$ cat src/rtl/gpr_file_sb_if.sv
// Register-file access bundle: read/write indices, commit and issue
// controls from the pipeline side; read data and scoreboard status back.
interface gpr_file_sb_if #(
    parameter int DATA_W = 32,
    parameter int ADDR_W = 5
);
    logic [ADDR_W-1:0] rs;
    logic [ADDR_W-1:0] rt;
    logic [ADDR_W-1:0] rd;
    logic [1:0]        dst_sel;
    logic              wr_en;
    logic [DATA_W-1:0] wr_data;
    logic              issue_en;
    logic [ADDR_W-1:0] issue_addr;

    logic [DATA_W-1:0] rd_a_data;
    logic [DATA_W-1:0] rd_b_data;
    logic [ADDR_W-1:0] wr_addr;
    logic              busy_a;
    logic              busy_b;
    logic              hazard;
    logic [ADDR_W:0]   busy_cnt;

    modport master (
        output rs, rt, rd, dst_sel, wr_en, wr_data, issue_en, issue_addr,
        input  rd_a_data, rd_b_data, wr_addr, busy_a, busy_b, hazard, busy_cnt
    );

    modport slave (
        input  rs, rt, rd, dst_sel, wr_en, wr_data, issue_en, issue_addr,
        output rd_a_data, rd_b_data, wr_addr, busy_a, busy_b, hazard, busy_cnt
    );
endinterface

$ cat src/rtl/gpr_file_sb.sv
// Parametrised GPR file: two combinational read ports, one synchronous
// write port with rt/rd/link destination select, optional hardwired zero
// register, optional write-to-read bypass and a per-register busy
// scoreboard used by the multicycle control to spot RAW hazards.
module gpr_file_sb #(
    parameter int DATA_W   = 32,
    parameter int ADDR_W   = 5,
    parameter int ZERO_REG = 1,
    parameter int BYPASS   = 1,
    parameter int LINK_REG = 2**ADDR_W - 1
) (
    input  logic clk,
    input  logic reset,
    gpr_file_sb_if.slave bus
);
    localparam int NREGS = 1 << ADDR_W;
    localparam logic [ADDR_W-1:0] LINK_IDX = ADDR_W'(LINK_REG);
    localparam bit ZERO_EN = (ZERO_REG != 0);
    localparam bit BP_EN   = (BYPASS != 0);

    logic [DATA_W-1:0] regs [NREGS];
    logic [NREGS-1:0]  busy;
    logic [ADDR_W:0]   cnt;

    logic [ADDR_W-1:0] waddr;
    logic              we_eff;
    logic              set_ok;
    logic              set_new;
    logic              clr_new;
    logic              fwd_a;
    logic              fwd_b;

    // Resolve the destination index; the reserved select parks it at 0.
    always_comb begin
        case (bus.dst_sel)
            2'd0:    waddr = bus.rt;
            2'd1:    waddr = bus.rd;
            2'd2:    waddr = LINK_IDX;
            default: waddr = '0;
        endcase
    end

    // Qualify write/issue and work out which busy bits actually toggle, so
    // the population count moves only on real transitions (set beats clear).
    always_comb begin
        we_eff  = bus.wr_en && (bus.dst_sel != 2'd3) && !(ZERO_EN && (waddr == '0));
        set_ok  = bus.issue_en && !(ZERO_EN && (bus.issue_addr == '0));
        set_new = set_ok && !busy[bus.issue_addr];
        clr_new = we_eff && busy[waddr] && !(set_ok && (bus.issue_addr == waddr));
        fwd_a   = BP_EN && we_eff && (waddr == bus.rs);
        fwd_b   = BP_EN && we_eff && (waddr == bus.rt);
    end

    // Read ports: hardwired zero first, then bypass, then stored array.
    always_comb begin
        if (ZERO_EN && (bus.rs == '0))
            bus.rd_a_data = '0;
        else if (fwd_a)
            bus.rd_a_data = bus.wr_data;
        else
            bus.rd_a_data = regs[bus.rs];

        if (ZERO_EN && (bus.rt == '0))
            bus.rd_b_data = '0;
        else if (fwd_b)
            bus.rd_b_data = bus.wr_data;
        else
            bus.rd_b_data = regs[bus.rt];
    end

    // Register array update.
    always_ff @(posedge clk) begin
        if (reset) begin
            for (int i = 0; i < NREGS; i++)
                regs[i] <= '0;
        end else if (we_eff) begin
            regs[waddr] <= bus.wr_data;
        end
    end

    // Scoreboard and busy count; the set is written last so it wins on a
    // same-index collision with a committing write.
    always_ff @(posedge clk) begin
        if (reset) begin
            busy <= '0;
            cnt  <= '0;
        end else begin
            if (we_eff)
                busy[waddr] <= 1'b0;
            if (set_ok)
                busy[bus.issue_addr] <= 1'b1;
            cnt <= cnt + (ADDR_W+1)'(set_new) - (ADDR_W+1)'(clr_new);
        end
    end

    assign bus.wr_addr  = waddr;
    assign bus.busy_a   = busy[bus.rs] && !fwd_a;
    assign bus.busy_b   = busy[bus.rt] && !fwd_b;
    assign bus.hazard   = bus.busy_a || bus.busy_b;
    assign bus.busy_cnt = cnt;

endmodule

$ cat src/flat_wrapper.sv
// flat-port wrapper written by rule: the top's interface ports become plain ports
module gpr_file_sb_flat 
#(
    parameter int DATA_W   = 32,
    parameter int ADDR_W   = 5,
    parameter int ZERO_REG = 1,
    parameter int BYPASS   = 1,
    parameter int LINK_REG = 2**ADDR_W - 1
)
  (clk, reset, bus_rs, bus_rt, bus_rd, bus_dst_sel, bus_wr_en, bus_wr_data, bus_issue_en, bus_issue_addr, bus_rd_a_data, bus_rd_b_data, bus_wr_addr, bus_busy_a, bus_busy_b, bus_hazard, bus_busy_cnt);
  gpr_file_sb_if #(.DATA_W(DATA_W), .ADDR_W(ADDR_W)) bus_i ();
  input  logic clk;
  input  logic reset;
  input wire logic [$bits(bus_i.rs)-1:0] bus_rs;
  input wire logic [$bits(bus_i.rt)-1:0] bus_rt;
  input wire logic [$bits(bus_i.rd)-1:0] bus_rd;
  input wire logic [$bits(bus_i.dst_sel)-1:0] bus_dst_sel;
  input wire logic [$bits(bus_i.wr_en)-1:0] bus_wr_en;
  input wire logic [$bits(bus_i.wr_data)-1:0] bus_wr_data;
  input wire logic [$bits(bus_i.issue_en)-1:0] bus_issue_en;
  input wire logic [$bits(bus_i.issue_addr)-1:0] bus_issue_addr;
  output wire logic [$bits(bus_i.rd_a_data)-1:0] bus_rd_a_data;
  output wire logic [$bits(bus_i.rd_b_data)-1:0] bus_rd_b_data;
  output wire logic [$bits(bus_i.wr_addr)-1:0] bus_wr_addr;
  output wire logic [$bits(bus_i.busy_a)-1:0] bus_busy_a;
  output wire logic [$bits(bus_i.busy_b)-1:0] bus_busy_b;
  output wire logic [$bits(bus_i.hazard)-1:0] bus_hazard;
  output wire logic [$bits(bus_i.busy_cnt)-1:0] bus_busy_cnt;
  assign bus_i.rs = bus_rs;
  assign bus_i.rt = bus_rt;
  assign bus_i.rd = bus_rd;
  assign bus_i.dst_sel = bus_dst_sel;
  assign bus_i.wr_en = bus_wr_en;
  assign bus_i.wr_data = bus_wr_data;
  assign bus_i.issue_en = bus_issue_en;
  assign bus_i.issue_addr = bus_issue_addr;
  assign bus_rd_a_data = bus_i.rd_a_data;
  assign bus_rd_b_data = bus_i.rd_b_data;
  assign bus_wr_addr = bus_i.wr_addr;
  assign bus_busy_a = bus_i.busy_a;
  assign bus_busy_b = bus_i.busy_b;
  assign bus_hazard = bus_i.hazard;
  assign bus_busy_cnt = bus_i.busy_cnt;
  gpr_file_sb #(.DATA_W(DATA_W), .ADDR_W(ADDR_W), .ZERO_REG(ZERO_REG), .BYPASS(BYPASS), .LINK_REG(LINK_REG)) u_core (.clk(clk), .reset(reset), .bus(bus_i));
endmodule
$ cat config.mk
export PLATFORM = sky130hd
export DESIGN_NAME = gpr_file_sb_flat
export DESIGN_NICKNAME = d
export VERILOG_FILES = /design/src/rtl/gpr_file_sb_if.sv /design/src/rtl/gpr_file_sb.sv /design/src/flat_wrapper.sv
export SDC_FILE = /design/constraint.sdc
export NUM_CORES = 2
export LEC_CHECK = 0
export BUFFER_PORTS_ARGS = -buffer_cell sky130_fd_sc_hd__buf_4
export CORE_ASPECT_RATIO = 1.5
export CORE_UTILIZATION = 45
export CTS_BUF_LIST = sky130_fd_sc_hd__clkbuf_8
export DETAILED_ROUTE_END_ITERATION = 12
export GPL_TIMING_DRIVEN = 0
export PLACE_DENSITY = 0.68
export SETUP_SLACK_MARGIN = 0.15
export SYNTH_ARGS = -nofsm -noshare
export SYNTH_HDL_FRONTEND = slang
export SYNTH_SLANG_ARGS = --single-unit
$ cat constraint.sdc
create_clock -name clk -period 13.6 [get_ports clk]
set_input_delay 2.04 -clock clk [delete_from_list [all_inputs] [get_ports clk]]
set_output_delay 2.04 -clock clk [all_outputs]
set_load 0.01 [all_outputs]
=== Yosys cells after proc, flatten, opt, wreduce, memory -nomap -nowiden ===
Memories as Yosys holds them, arrays and structs flattened.
Index checks and enable logic that the tools add are counted.

* Bits in registers: 38
* Memory bits (writable): 1024
* Bits of input ports: 58
* Output and inout bits: 78
* Memories: 1

* Add/sub/neg operators: 2
* Magnitude comparators: 6
* Equal/unequal tests: 6
* Mux-type cells: 28
* Bitwise gates (word level): 3
* Reduce and logical (&&, ||, !) cells: 26

{| class="wikitable"
|+ Memories
! name !! words !! width !! read ports !! clocked after Yosys merged registers in !! wr ports !! RTL line !! RTL
|-
| u_core.regs || 32 || 32 || 2 || 0 || 32 || gpr_file_sb.sv:21 || <nowiki>logic [DATA_W-1:0] regs [NREGS];</nowiki>
|}

{| class="wikitable"
|+ Operators with widths
! cell !! number
|-
| $mux 32 || 8
|-
| $and 32x32->32 || 1
|-
| $not 32->32 || 1
|-
| $or 32x32->32 || 1
|-
| $reduce_or 32->1 || 1
|-
| $lt 5x6->1 const B || 4
|-
| $bmux 1 s5 || 4
|-
| $logic_not 5->1 || 4
|-
| $eq 5x5->1 || 3
|-
| $pmux 5 s3 || 1
|-
| $logic_and 1x1->1 || 13
|-
| $mux 1 || 12
|-
| $demux 1 s5 || 2
|-
| $ge 5x1->1 const B || 2
|-
| $add 6x1->6 || 1
|-
| $logic_not 1->1 || 6
|-
| $sub 6x1->6 || 1
|-
| $mux 5 || 1
|-
| $eq 2x1->1 const B || 1
|-
| $eq 2x2->1 const B || 1
|-
| $logic_not 2->1 || 1
|-
| $ne 2x2->1 const B || 1
|-
| $logic_or 1x1->1 || 1
|}

=== Depth between registers and ports, before layout ===
* Depth in word-level cells: 12
* Gate-level depth with buffers: 20
* Depth with buffers taken out: 17

=== Least setup slack after synthesis ===
No wires, ideal clock.

* Path type: in2out
* From: input port bus_rs[0]
* To: output port bus_rd_a_data[10]
* Arrival: 4.143 ns
* Data required time: 11.560 ns
* Setup slack: 7.417 ns
* Stages on the path: 6
* Cells stage by stage: buf_6 > clkbuf_1 > mux4_2 > mux4_2 > mux2_2 > a22o_1

* Cells in the longest elaborated chain, start to end: 4
* Elaborated cells on any way between the ends: 6

{| class="wikitable"
|+ RTL lines
! item !! RTL line !! RTL
|-
| start: declaration || flat_wrapper.sv:14 || <nowiki>input wire logic [$bits(bus_i.rs)-1:0] bus_rs;</nowiki>
|-
| parallel branches: the longest is 3 deep, another holds $mem_v2 32x32 || -- ||
|-
| $mux 32 * || gpr_file_sb.sv:56 || <nowiki>if (ZERO_EN && (bus.rs == '0))</nowiki>
|-
| end: declaration || flat_wrapper.sv:22 || <nowiki>output wire logic [$bits(bus_i.rd_a_data)-1:0] bus_rd_a_data;</nowiki>
|}

Mark *: on every way between the ends.

=== Worst setup path after layout ===
* From: input port bus_rt[2]
* To: output port bus_rd_b_data[21]

* Cells in the longest elaborated chain, start to end: 7
* Elaborated cells on any way between the ends: 10

{| class="wikitable"
|+ RTL lines
! item !! RTL line !! RTL
|-
| start: declaration || flat_wrapper.sv:15 || <nowiki>input wire logic [$bits(bus_i.rt)-1:0] bus_rt;</nowiki>
|-
| parallel branches: the longest is 6 deep, another holds $mem_v2 32x32 || -- ||
|-
| $mux 32 * || gpr_file_sb.sv:63 || <nowiki>if (ZERO_EN && (bus.rt == '0))</nowiki>
|-
| end: declaration || flat_wrapper.sv:23 || <nowiki>output wire logic [$bits(bus_i.rd_b_data)-1:0] bus_rd_b_data;</nowiki>
|}

Marks and branches as above.

==> metrics.yaml <==
outcome:
  outcome: "finished with violations"
  violations: "design-rule violations, max-capacitance violations, max-slew violations"
timing:
  rsz0062_at_grt: "no"
  finalCriticalPeriod_ns: 9.06
  fmaxAchievable_ghz: 0.110
  final_max_slew_viol_count: 28
  setup_slack_ns: 4.54
  fin_crit_sh: 0.666
  hold_viol: 0
  slew_headroom: -0.0366
  skew_ns: 0.0143
  fin_setup_tns_ns: 0
  worstMarginPinSlew_ns: 1.55
  setup_viol: 0
clock_tree:
  cts_buffer_depth: 3
  cts_buffers: 159
  post_cts_resized: 0
  cts.sinks: 1062
  cts_hold_buf: 0
  clk_latency_ns: 0.89
  post_cts_buffers: 0
  cts_tree: "done"
  h-tree-depth: 4
  clk_pin_slew_ns: 0.07
  cts_root_buf: "clkbuf_8"
placed_design:
  dpl_cell_area_um2: 63000
  place_congestion: 0.984
  io_buffers: 128
  dp_slack_ns: 4.53
  dp_hpwl_um: 166000
power:
  p_sw_mw: 2.18
  peakVddDrop_mv: 0.0896
  intPower_mw: 5.70
  total_power_mw: 7.87
  combPwrFrac: 0.162
  p_sw_frac: 0.276
  cellPowerDensity_nw_per_um2: 119
  clkPwrFrac: 0.346
  pwr-share-seq: 0.493
  leakagePower_nw: 22.6
floorplanning:
  row_count: 161
  start_util: 0.454
  die_x_um: 296
  core-area_um2: 129000
  pin_count: 136
  dieArea_um2: 131000
  die_h_um: 443
layout:
  fin_nets: 4263
  syn_to_final_growth_pct: 13.3
  finalInstanceArea_um2: 66100
  multiInputGateArea_um2: 25500
  n_fill_cell: 10787
  layout_commonest_cell: "edfxtp_1"
  layout_common_cells: "edfxtp_1 (1024), and2_1 (1021), mux4_2 (624)"
  drive_gt1_frac: 0.275
  ff_latch_area_um2: 31500
global_routing:
  grt_pass1_vias: 41631
  grt_max_degree: 33
  grt_overflow: 0
  grt_first_pass_wirelength_um: 310000
  antenna_found_initial: 12
  track_usage: 0.348
worst_hold_path:
  hold_class: "register to register"
detailed_routing:
  avgViaCountPerCell: 6.71
  vias: 40530
  route.detailed.drc: 1
  wl_per_cell_um: 37.4
  final_antenna_net_count: 0
  drt-total-wl_um: 226000
  drt-initial-drc-count: 5917
  first_pass_iters: 11
yosys:
  ys_warn_count: 0
  yosys.area_share.simple: 0.125
  synthFlopType: "edfxtp_1"
  synth_top_family_by_area: "multiplexers"
  synth_cells: 3827
  synthArstFlopShare: 0
  synth_cell_types: 70
  synth-compound-area-share: 0.0371
  synth_xor_xnor_area_share: 0.00255
  synth.area.mux_share: 0.262
  ys_seq_elements: 1062
  synth_fa_ha_area_frac: 0.00163
  synth.avg_cell_area_um2: 15.3
  netlist_area_um2: 58400
  seq_area_frac_synth: 0.540
  synth_edf_count: 1024
worst_setup_path:
  critical_path_class: "input port to primary output"
  worstPathRequired_ns: 11.56
  setup.worst_path.start_class: "input port"
  cp_max_fo: 10
  worst_setup_path_end_kind: "primary output"
  worstPathArrival_ns: 7.02
job:
  maxCapViolations: 4
[logic make-up after synthesis]
kind of cell               count (synthesis)
buffers and inverters                    455
xor gates and xnor gates                  17
other                                      1
DFF                                     1062
muxes                                    743
AOI/OAI and AO/OA                        339
adders and majority gates                  7
and+or+nand+nor                         1203
[cell type report]
| cell class | instances | share of cell area |
|---|---|---|
| timing repair buffer | 179 | 0.0303 |
| sequential | 1062 | 0.476 |
| antenna | 6 | 0.000227 |
| clock buffer | 169 | 0.0352 |
| clock inverter | 120 | 0.0121 |
| multi-input combinational | 2341 | 0.385 |
| tap | 1711 | 0.0324 |
| inverter | 41 | 0.00233 |
| buffer | 414 | 0.0258 |
[sequential cells by signal (all words and copies together) (netlist names)]
register	cells
u_core.bus.busy_cnt	6
u_core.busy	32
u_core.regs	1024
[path summary, 6_finish.rpt]
kind / start / endpoint / slack [ns] / depth (start not counted)
setup / recovery: bus_rt[2] / bus_rd_b_data[21] / 4.54 / 10
hold / removal: u_core.busy[5] / u_core.busy[5] / 0.54 / 2
setup reg to reg: u_core.busy[11] / u_core.bus.busy_cnt[5] / 9.77 / 15
hold reg to reg: u_core.busy[5] / u_core.busy[5] / 0.54 / 2
[power groups by stage]
stage               sequential [mW]  combinational [mW]  clock [mW]
finish                         3.88                1.27        2.72
global route                   3.89                1.30        2.82
CTS                            3.87                1.24        2.70
detailed placement             3.94                1.24           0
global placement               3.96                1.17           0
floorplan                      3.91               0.727           0
[Yosys cell counts, types with 38 or more instances]
cell | count | area (µm²)
a211oi_1 | 44 | 330
a21oi_1 | 92 | 460
and2_1 | 1021 | 6390
buf_2 | 73 | 365
clkbuf_1 | 306 | 1150
dfxtp_1 | 38 | 761
edfxtp_1 | 1024 | 30700
inv_1 | 40 | 150
mux2_2 | 38 | 428
mux2i_1 | 81 | 811
mux4_2 | 624 | 14100
nand2_1 | 42 | 158
nor2_1 | 48 | 180
o21ai_0 | 95 | 475
[worst max-delay path, stage by stage]
cell      delay (ns)
buf_4           0.11
clkbuf_1        0.86
clkbuf_2        0.74
o21ai_0         0.25
nand4_1         0.21
clkbuf_1        0.79
clkbuf_1        0.75
o21ai_0         0.16
a21oi_1         0.79
buf_4           0.26
[per-stage QoR]
| step | util | hold slack, ns | instances |
|---|---|---|---|
| 6_report | 0.515 | 0.545 | 6043 |
| 5_1_grt | 0.515 | 0.565 | 6038 |
| 4_1_cts | 0.514 | 0.534 | 6034 |
| 3_5_place_dp | 0.490 | 0.529 | 5745 |
| 3_3_place_gp | 0.479 | 0.531 | 5697 |
| 2_1_floorplan | - | 0.478 | 3858 |
[per-layer routing]
metal	wire length (µm)	GRT usage	vias to the layer above
li1	-	-	15576
met3	27500	0.104	1099
met2	109000	0.566	3481
met4	20500	0.265	6
met1	68800	0.381	20368
met5	41	0	-
(Power assumes the default switching activity.)
